[config.mk]
export PLATFORM = sky130hd
export DESIGN_NAME = count_event_monitor
export DESIGN_NICKNAME = d
export VERILOG_FILES = /design/src/rtl/count_event_monitor.sv
export SDC_FILE = /design/constraint.sdc
export NUM_CORES = 1
export LEC_CHECK = 0
export BUFFER_PORTS_ARGS = -buffer_cell sky130_fd_sc_hd__buf_2
export CORE_ASPECT_RATIO = 0.5
export CORE_UTILIZATION = 49
export DETAILED_ROUTE_END_ITERATION = 10
export PLACE_DENSITY = 0.72
export SYNTH_ARGS = -nofsm -noshare
export SYNTH_HDL_FRONTEND = slang
export SYNTH_SLANG_ARGS = --single-unit
[constraint.sdc]
create_clock -name clk -period 5.2 [get_ports clk]
set_clock_uncertainty 0.1 [all_clocks]
set_input_delay 0.78 -clock clk [delete_from_list [all_inputs] [get_ports clk]]
set_output_delay 0.78 -clock clk [all_outputs]
set_load 0.01 [all_outputs]
[src/rtl/count_event_monitor.sv]
// count_event_monitor
//   Watches the up/down counter output qd every cycle and classifies each
//   transition against the value captured on the previous edge. A detected
//   event is timestamped and pushed into a small show-ahead FIFO. A consumer
//   drains the FIFO over a valid/ready handshake.
//
// Ports
//   clk        rising-edge clock, shared with the counter stage
//   clear      asynchronous active-low reset
//   enable     monitoring enable (detection only; FIFO drain is unaffected)
//   qd         counter value being observed
//   thr_hi     high threshold (upward crossing is reported)
//   thr_lo     low threshold (downward crossing is reported)
//   evt_valid  head entry valid
//   evt_ready  consumer accepts the head entry
//   evt_code   head entry event type (1..5)
//   evt_value  head entry qd value
//   evt_time   head entry timestamp
//   fifo_level FIFO occupancy
//   drop_cnt   saturating count of events lost to a full FIFO
//
// Handshake: evt_valid is high whenever the FIFO holds at least one entry.
// The head entry is transferred on every rising edge where evt_valid and
// evt_ready are both high. While evt_valid=1 and evt_ready=0 the evt_*
// outputs hold their value. evt_valid does not depend on evt_ready.

module count_event_monitor #(
  parameter int DATA_WIDTH = 8,
  parameter int FIFO_DEPTH = 4,
  parameter int TS_WIDTH   = 16
) (
  input  logic                        clk,
  input  logic                        clear,
  input  logic                        enable,
  input  logic [DATA_WIDTH-1:0]       qd,
  input  logic [DATA_WIDTH-1:0]       thr_hi,
  input  logic [DATA_WIDTH-1:0]       thr_lo,
  output logic                        evt_valid,
  input  logic                        evt_ready,
  output logic [2:0]                  evt_code,
  output logic [DATA_WIDTH-1:0]       evt_value,
  output logic [TS_WIDTH-1:0]         evt_time,
  output logic [$clog2(FIFO_DEPTH):0] fifo_level,
  output logic [7:0]                  drop_cnt
);

  localparam int PTR_W   = $clog2(FIFO_DEPTH);
  localparam int LVL_W   = PTR_W + 1;
  localparam int ENTRY_W = 3 + DATA_WIDTH + TS_WIDTH;

  localparam logic [DATA_WIDTH-1:0] MAX_V   = '1;
  localparam logic [LVL_W-1:0]      DEPTH_L = LVL_W'(FIFO_DEPTH);

  typedef enum logic [2:0] {
    EV_NONE     = 3'd0,
    EV_WRAP_UP  = 3'd1,
    EV_WRAP_DN  = 3'd2,
    EV_CROSS_HI = 3'd3,
    EV_CROSS_LO = 3'd4,
    EV_JUMP     = 3'd5
  } evt_code_e;

  logic [TS_WIDTH-1:0]   ts;
  logic [DATA_WIDTH-1:0] prev;
  logic                  primed;

  logic [DATA_WIDTH:0]   step_mag;
  logic [2:0]            det_code;
  logic                  push_req;
  logic                  push_ok;
  logic                  pop;
  logic                  drop;

  logic [ENTRY_W-1:0]    mem [FIFO_DEPTH];
  logic [ENTRY_W-1:0]    head;
  logic [PTR_W-1:0]      wr_ptr;
  logic [PTR_W-1:0]      rd_ptr;
  logic [LVL_W-1:0]      level;

  // Timestamp, previous sample and primed flag. primed lags enable by one
  // edge so the first enabled cycle compares against a stale prev and must
  // stay silent.
  always_ff @(posedge clk or negedge clear) begin
    if (!clear) begin
      ts     <= '0;
      prev   <= '0;
      primed <= 1'b0;
    end else begin
      ts     <= ts + TS_WIDTH'(1);
      prev   <= qd;
      primed <= enable;
    end
  end

  // Unsigned step magnitude, one bit wider than the data.
  always_comb begin
    step_mag = '0;
    if (qd >= prev) step_mag = {1'b0, qd} - {1'b0, prev};
    else            step_mag = {1'b0, prev} - {1'b0, qd};
  end

  // Classification; the if/else chain gives first-match priority.
  always_comb begin
    det_code = EV_NONE;
    if (enable && primed) begin
      if (prev == MAX_V && qd == '0)              det_code = EV_WRAP_UP;
      else if (prev == '0 && qd == MAX_V)         det_code = EV_WRAP_DN;
      else if (prev < thr_hi && qd >= thr_hi)     det_code = EV_CROSS_HI;
      else if (prev > thr_lo && qd <= thr_lo)     det_code = EV_CROSS_LO;
      else if (step_mag > (DATA_WIDTH+1)'(1))     det_code = EV_JUMP;
      else                                        det_code = EV_NONE;
    end
  end

  // A full FIFO still accepts a push when the head leaves on the same edge.
  // An empty FIFO never pops, so a push into it is held for at least a cycle.
  assign push_req = (det_code != EV_NONE);
  assign pop      = (level != '0) && evt_ready;
  assign push_ok  = push_req && ((level < DEPTH_L) || pop);
  assign drop     = push_req && !push_ok;

  // Storage needs no reset: the outputs are masked while the FIFO is empty.
  always_ff @(posedge clk) begin
    if (push_ok) mem[wr_ptr] <= {det_code, qd, ts};
  end

  always_ff @(posedge clk or negedge clear) begin
    if (!clear) begin
      wr_ptr   <= '0;
      rd_ptr   <= '0;
      level    <= '0;
      drop_cnt <= '0;
    end else begin
      if (push_ok) wr_ptr <= wr_ptr + PTR_W'(1);
      if (pop)     rd_ptr <= rd_ptr + PTR_W'(1);
      case ({push_ok, pop})
        2'b10:   level <= level + LVL_W'(1);
        2'b01:   level <= level - LVL_W'(1);
        default: level <= level;
      endcase
      if (drop && drop_cnt != 8'hFF) drop_cnt <= drop_cnt + 8'd1;
    end
  end

  assign head       = mem[rd_ptr];
  assign evt_valid  = (level != '0);
  assign fifo_level = level;

  always_comb begin
    {evt_code, evt_value, evt_time} = '0;
    if (evt_valid) {evt_code, evt_value, evt_time} = head;
  end

endmodule

== Yosys cells after proc, flatten, opt, wreduce, memory -nomap -nowiden ==
Memory sizes are Yosys's and may differ from the RTL's.
Index checks and enable logic that the tools add are counted.

* ROM bits: 0
* Memory bits (writable): 108
* Memories: 1
* Bits in latches: 0
* Bits in registers: 40
* Input bits: 28

* Shift operators: 0
* Reductions and logical operators: 16
* Multipliers: 0
* Equality and inequality tests: 5
* Muxes and demuxes: 13
* $lt $le $gt $ge: 7
* Bitwise logic cells: 0
* $add $sub $neg: 8
* Div/mod/pow operators: 0

{| class="wikitable"
|+ Memory list
! memory !! depth !! width !! read ports !! clocked after Yosys merged registers in !! wr ports !! line !! RTL
|-
| mem || 4 || 27 || 1 || 0 || 1 || 74 || <nowiki>logic [ENTRY_W-1:0] mem [FIFO_DEPTH];</nowiki>
|}

{| class="wikitable"
|+ Operator list
! kind !! number
|-
| 3-bit 2-to-1 mux || 7
|-
| 8-bit by 8-bit subtractor with 9-bit output || 2
|-
| 16-bit by 1-bit adder with 16-bit output (second input constant) || 1
|-
| 8-bit equality test (second input constant) || 2
|-
| 8-bit greater-or-equal comparator || 2
|-
| 8-bit logical NOT || 2
|-
| 16-bit 2-to-1 mux || 1
|-
| 9-bit by 1-bit > comparator with 1-bit output (second input constant) || 1
|-
| 1-bit logical AND || 9
|-
| 9-bit 2-to-1 mux || 1
|-
| 8-bit by 1-bit adder with 8-bit output (second input constant) || 1
|-
| 8-bit > comparator || 1
|-
| 8-bit <= comparator || 1
|-
| 8-bit less-than comparator || 1
|-
| 8-bit 2-to-1 mux || 1
|-
| 8-bit inequality test (second input constant) || 1
|-
| 3-bit one-hot mux with 2 select lines || 1
|-
| 3-bit nonzero test || 2
|-
| 2-bit by 1-bit adder with 2-bit output (second input constant) || 2
|-
| 3-bit by 1-bit adder with 3-bit output (second input constant) || 1
|-
| 3-bit less-than comparator (second input constant) || 1
|-
| 3-bit by 1-bit subtractor with 3-bit output (second input constant) || 1
|-
| 2-bit by 1-bit equality test with 1-bit output (second input constant) || 1
|-
| 2-bit equality test (second input constant) || 1
|-
| other kinds (4) || 5
|}

== Longest topological paths before layout ==
* Depth after elaboration: 14
* Depth in mapped cells: 17
* Depth with buffers taken out: 17

== Least setup slack after synthesis ==
OpenSTA, ideal clock, no wires.

* Path kind: input port to flip-flop
* Start: input qd[6]
* End: register level[2], in the netlist fifo_level[2]
* Cell stages on the path: 17
* Buffers on the path: 1
* Data required time: 5,021 ps
* Setup time: 79 ps
* Arrival time: 4,037 ps
* Path slack: 984 ps
* Cells stage by stage: inv_1 > ha_1 > buf_6 > o21a_1 > nor2b_1 > or4_1 > a222oi_1 > mux2i_1 > o41ai_4 > nor2_4 > inv_1 > ha_1 > inv_1 > fa_1 > xor2_1 > nor2_1 > xor2_1

* Cells in the longest elaborated chain, start to end: 13

{| class="wikitable"
|+ Ends and longest elaborated chain
! item !! line !! RTL
|-
| from (decl) || 35 || <nowiki>input logic [DATA_WIDTH-1:0] qd,</nowiki>
|-
| 8-bit by 8-bit subtractor with 9-bit output, or another cell as far along || 99 || <nowiki>else step_mag = {1'b0, prev} - {1'b0, qd};</nowiki>
|-
| 9-bit 2-to-1 mux || 98 || <nowiki>if (qd >= prev) step_mag = {1'b0, qd} - {1'b0, prev};</nowiki>
|-
| 9-bit by 1-bit > comparator with 1-bit output || 110 || <nowiki>else if (step_mag > (DATA_WIDTH+1)'(1)) det_code = EV_JUMP;</nowiki>
|-
| 3-bit 2-to-1 mux || 110 ||
|-
| 3-bit 2-to-1 mux || 109 || <nowiki>else if (prev > thr_lo && qd <= thr_lo) det_code = EV_CROSS_LO;</nowiki>
|-
| 3-bit 2-to-1 mux || 108 || <nowiki>else if (prev < thr_hi && qd >= thr_hi) det_code = EV_CROSS_HI;</nowiki>
|-
| 3-bit 2-to-1 mux || 107 || <nowiki>else if (prev == '0 && qd == MAX_V) det_code = EV_WRAP_DN;</nowiki>
|-
| 3-bit 2-to-1 mux * || 106 || <nowiki>if (prev == MAX_V && qd == '0) det_code = EV_WRAP_UP;</nowiki>
|-
| 3-bit 2-to-1 mux * || 105 || <nowiki>if (enable && primed) begin</nowiki>
|-
| 3-bit nonzero test * || 117 || <nowiki>assign push_req = (det_code != EV_NONE);</nowiki>
|-
| 1-bit logical AND * || 119 || <nowiki>assign push_ok = push_req && ((level < DEPTH_L) || pop);</nowiki>
|-
| 2-bit by 1-bit equality test with 1-bit output or 2-bit equality test (tied branches) || 136 || <nowiki>case ({push_ok, pop})</nowiki>
|-
| 3-bit one-hot mux with 2 select lines or 2-bit nonzero test (tied branches) || -- ||
|-
| to (signal assigned) || 137 || <nowiki>2'b10: level <= level + LVL_W'(1);</nowiki>
|-
| to (signal assigned) || 138 || <nowiki>2'b01: level <= level - LVL_W'(1);</nowiki>
|-
| to (signal assigned) || 139 || <nowiki>default: level <= level;</nowiki>
|-
| to (decl) || 78 || <nowiki>logic [LVL_W-1:0] level;</nowiki>
|}

Mark *: on every way between the ends. The rest lies on a longest branch, timed or not.
A chain may end at the register's enable or synchronous reset.

== Worst setup path in the final report ==
* Start: input qd[5]
* End: register level[2], in the netlist fifo_level[2]

Same word-level chain as after synthesis.

==> summary.log <==
qor: power_and_ir_drop.p_leak 3.49 nW
qor: power_and_ir_drop.report.power.total 0.00375 W
qor: global_routing.globalRouteOverflowTotal 0
qor: critical_path.crit-reg2reg-launch prev[5]
qor: run.timing.max_cap.violations 0
qor: worst_hold_path.hold_path.class primary input to asynchronous set/reset pin
qor: timing.drv_slew 0
qor: clocking.clock_path_buffers 2
qor: power_and_ir_drop.power.share.clock 0.323
qor: synthesis.netlist_area 7440 µm²
qor: critical_path.worstRegToRegCells 15
qor: place.dpl.hpwl 9.55 mm
qor: synthesis.synth.ff_latch_count 148
qor: layout.antennaDiodeCount 0
qor: clocking.clk_pin_slew 0.06 ns
qor: floorplan.die_h 89.1 µm
qor: clocking.cts_hold_repair.buffers 0
qor: synthesis.dominantRegCellSynth sky130_fd_sc_hd__edfxtp_1
qor: power_and_ir_drop.cellInternalPower 0.00266 W
qor: clocking.clock_buffer_count_from_cts 17
qor: route.postRouteWirelength 14.6 mm
qor: power_and_ir_drop.peak_ir_drop_on_the_vdd_network 0.000242 V
qor: timing.finalCritPeriodShare 0.825
qor: floorplan.initial_core_util 0.508
qor: synthesis.asyncSetResetFlopFracSynth 0.270
qor: timing.fmax 233 MHz
qor: route.drcViolationCount 0
qor: timing.finalSetupTns 0 ns
qor: timing.timing.max_slew.rel_slack 0.335
qor: floorplan.fp.coreArea 14700 µm²
qor: global_routing.grt_pass1_vias 4538
qor: place.port-buffer-count 66
qor: clocking.post_cts.repair.setup_buffers 0
qor: synthesis.yosys_warnings 0
qor: synthesis.syn-num-nets 627
qor: synthesis.seq_area_frac_synth 0.570
qor: floorplan.fp-row-count 31
qor: clocking.clkLatencyLatePin 0.42 ns
qor: critical_path.worst-endpoint-arrival 4.54 ns
qor: timing.finalHoldViolCount 0
qor: timing.setup_violations 0
qor: power_and_ir_drop.power_density 437 nW/µm²
qor: synthesis.postSynthAreaPerCell 13.7 µm²
qor: place.detailedPlace.worstSlack 0.500 ns
qor: floorplan.ioPinCount 67
qor: power_and_ir_drop.power.switching 0.00109 W
qor: route.drt_first_iter_violations 269
qor: global_routing.grt_antenna_before_repair 0
qor: layout.finalNetCount 703
qor: global_routing.wire_length_of_the_first_global_routing_pass 23.0 mm
qor: route.route.vias.total 4552
qor: clocking.clock_tree.root_cell sky130_fd_sc_hd__clkbuf_16
qor: clocking.post_cts.resized_instances 0
qor: floorplan.die_w 176 µm
qor: synthesis.synth_enable_flop_cells 108
qor: timing.max_slew.worst_pin.slew 0.997 ns
qor: clocking.clock_tree_from_tritoncts done
qor: place.gp_congestion 0.873
qor: global_routing.track_usage 0.199
qor: route.detail-route-antenna-nets 0
qor: clocking.cts-htree-levels 4
qor: layout.area_growth_syn_to_layout 15.2%
qor: critical_path.timing.critical_path.to_type register
qor: critical_path.critPathLaunchType primary input
qor: layout.drive_gt1_frac 0.221
qor: synthesis.synthCells 542
qor: timing.finalWorstSetupSlack 0.910 ns
qor: clocking.clock-sinks 148
qor: run_status.outcome finished, final reports clean
qor: critical_path.worst_setup_path_category primary input to register
qor: route.route.detailed.wl_per_inst 17.6 µm
qor: critical_path.path_max_fanout 13
qor: power_and_ir_drop.power.sequential.fraction 0.408
qor: power_and_ir_drop.power_frac_comb 0.269
qor: critical_path.critical_path.reg2reg.endpoint fifo_level[2]
qor: power_and_ir_drop.sw_frac_of_total 0.290
qor: timing.grt_setup_unrepaired false
qor: critical_path.required 5.45 ns
qor: floorplan.die_area 15700 µm²
qor: global_routing.largest_net_degree_at_the_start_of_global_routing 41
qor: route.viasPerCell 5.50
qor: synthesis.post_synth_num_cell_types 62
qor: route.detailedRoute.firstPassIterationCount 4
qor: timing.fin_crit 4.29 ns
qor: critical_path.r2r_slack 1.08 ns
cell type report:
type,instances,area (µm²)
Tap cell,198,248
Timing Repair Buffer,72,375
Multi-Input combinational cell,337,2970
Clock buffer,21,450
Inverter,42,158
Clock inverter,10,134
Fill cell,1181,6090
Sequential cell,148,4250
cells in the final DEF (no fill, tap or decap), types with 15 or more instances in the layout:
| master | instances |
|---|---|
| sky130_fd_sc_hd__clkbuf_16 | 17 |
| sky130_fd_sc_hd__xnor2_1 | 15 |
| sky130_fd_sc_hd__edfxtp_1 | 108 |
| sky130_fd_sc_hd__nand2_1 | 21 |
| sky130_fd_sc_hd__ha_1 | 54 |
| sky130_fd_sc_hd__dfrtp_1 | 39 |
| sky130_fd_sc_hd__buf_2 | 66 |
| sky130_fd_sc_hd__nand3_1 | 18 |
| sky130_fd_sc_hd__inv_1 | 42 |
| sky130_fd_sc_hd__nor2_1 | 15 |
| sky130_fd_sc_hd__mux4_2 | 27 |
| sky130_fd_sc_hd__and2_1 | 35 |
| sky130_fd_sc_hd__a21oi_1 | 21 |
sequential cells by signal, summed over array words and instances (netlist names):
| signal | cells |
|---|---|
| fifo_level | 3 |
| rd_ptr | 2 |
| drop_cnt | 8 |
| prev | 8 |
| wr_ptr | 2 |
| primed | 1 |
| ts | 16 |
| mem | 108 |
power by group through the flow:
| stage | Sequential, W | Clock (W) | Combinational [W] |
|---|---|---|---|
| 2_1_floorplan | 0.00147 | 0 | 0.000752 |
| 3_3_place_gp | 0.00155 | 0 | 0.00100 |
| 3_5_place_dp | 0.00156 | 0 | 0.00102 |
| 4_1_cts | 0.00154 | 0.00123 | 0.00103 |
| 5_1_grt | 0.00156 | 0.00128 | 0.00112 |
| 6_report | 0.00153 | 0.00121 | 0.00101 |
worst max-delay path by stage:
stage                     start            end  slack (ns)  cells past startpoint
final                     qd[5]  fifo_level[2]        0.91                     17
after floorplan           qd[6]  fifo_level[2]        0.98                     17
after CTS                 qd[5]  fifo_level[2]        0.93                     17
after detailed placement  qd[5]  fifo_level[2]        0.50                     17
after global placement    qd[5]  fifo_level[2]        0.62                     17
after global routing      qd[5]  fifo_level[2]        0.66                     17
per-layer routing:
layer	up-vias	track usage	part of all wire
met2	101	0.343	0.50
met1	2241	0.255	0.46
met4	0	0.0688	0.012
li1	2197	-	-
met3	13	0.0438	0.035
met5	-	0	0
synth_stat cells (2+ instances only):
cell type,count,area (µm²)
sky130_fd_sc_hd__nor4_1,5,31.3
sky130_fd_sc_hd__mux2_4,2,30.0
sky130_fd_sc_hd__a221oi_1,2,17.5
sky130_fd_sc_hd__a21oi_1,21,105
sky130_fd_sc_hd__buf_2,3,15.0
sky130_fd_sc_hd__edfxtp_1,108,3240
sky130_fd_sc_hd__xnor2_1,15,131
sky130_fd_sc_hd__fa_1,3,60.1
sky130_fd_sc_hd__or4_1,3,22.5
sky130_fd_sc_hd__inv_1,42,158
sky130_fd_sc_hd__buf_1,2,7.51
sky130_fd_sc_hd__or2_2,2,12.5
sky130_fd_sc_hd__a21boi_0,2,15.0
sky130_fd_sc_hd__and3_1,5,31.3
sky130_fd_sc_hd__o21ai_0,11,55.1
sky130_fd_sc_hd__nor2_1,15,56.3
sky130_fd_sc_hd__xor2_1,13,114
sky130_fd_sc_hd__and2_1,35,219
sky130_fd_sc_hd__nand2_1,21,78.8
sky130_fd_sc_hd__o211ai_1,2,15.0
sky130_fd_sc_hd__nor3b_1,3,22.5
sky130_fd_sc_hd__nand2b_1,3,18.8
sky130_fd_sc_hd__o311ai_0,2,17.5
sky130_fd_sc_hd__dfrtp_1,40,1000
sky130_fd_sc_hd__nand4_1,13,81.3
sky130_fd_sc_hd__o21a_1,6,45.0
sky130_fd_sc_hd__clkbuf_1,7,26.3
sky130_fd_sc_hd__nand3_1,18,90.1
sky130_fd_sc_hd__nor3_1,10,50.1
sky130_fd_sc_hd__nor2b_1,6,37.5
sky130_fd_sc_hd__buf_4,2,15.0
sky130_fd_sc_hd__a311oi_1,2,17.5
sky130_fd_sc_hd__a31oi_1,2,12.5
sky130_fd_sc_hd__mux4_2,27,608
sky130_fd_sc_hd__or3_1,4,25.0
sky130_fd_sc_hd__ha_1,54,676
sky130_fd_sc_hd__o31ai_1,6,45.0
metrics by stage:
step,std cells,cell area [µm²],hold WS [ns],utilization
6_report,828,8580,0.397,0.585
5_1_grt,828,8580,0.411,0.585
4_1_cts,828,8580,0.396,0.585
3_5_place_dp,797,7990,0.383,0.545
3_3_place_gp,797,7990,0.378,0.545
2_1_floorplan,542,7440,0.384,-
critical path, stage by stage:
cell and delay [ns]:
sky130_fd_sc_hd__buf_2 0.22, sky130_fd_sc_hd__inv_1 0.07, sky130_fd_sc_hd__ha_1 0.44, sky130_fd_sc_hd__o21a_1 0.24, sky130_fd_sc_hd__nor2b_1 0.14, sky130_fd_sc_hd__or4_1 0.47, sky130_fd_sc_hd__a222oi_1 0.34, sky130_fd_sc_hd__mux2i_1 0.22
sky130_fd_sc_hd__o41ai_4 0.40, sky130_fd_sc_hd__nor2_4 0.09, sky130_fd_sc_hd__inv_1 0.07, sky130_fd_sc_hd__ha_1 0.18, sky130_fd_sc_hd__inv_1 0.06, sky130_fd_sc_hd__fa_1 0.38, sky130_fd_sc_hd__xor2_1 0.16, sky130_fd_sc_hd__nor2_1 0.12
sky130_fd_sc_hd__xor2_1 0.15
cell families after synthesis:
group                      count (synthesis)  synth area share
muxes                                     31            0.0886
xor gates and xnor gates                  28            0.0330
and+or+nand+nor                          153             0.116
DFF                                      148             0.570
AOI/OAI and AO/OA                         68            0.0622
buffers and inverters                     57            0.0313
adders and majority gates                 57            0.0989
No activity file was read; power rests on OpenSTA's default activity.
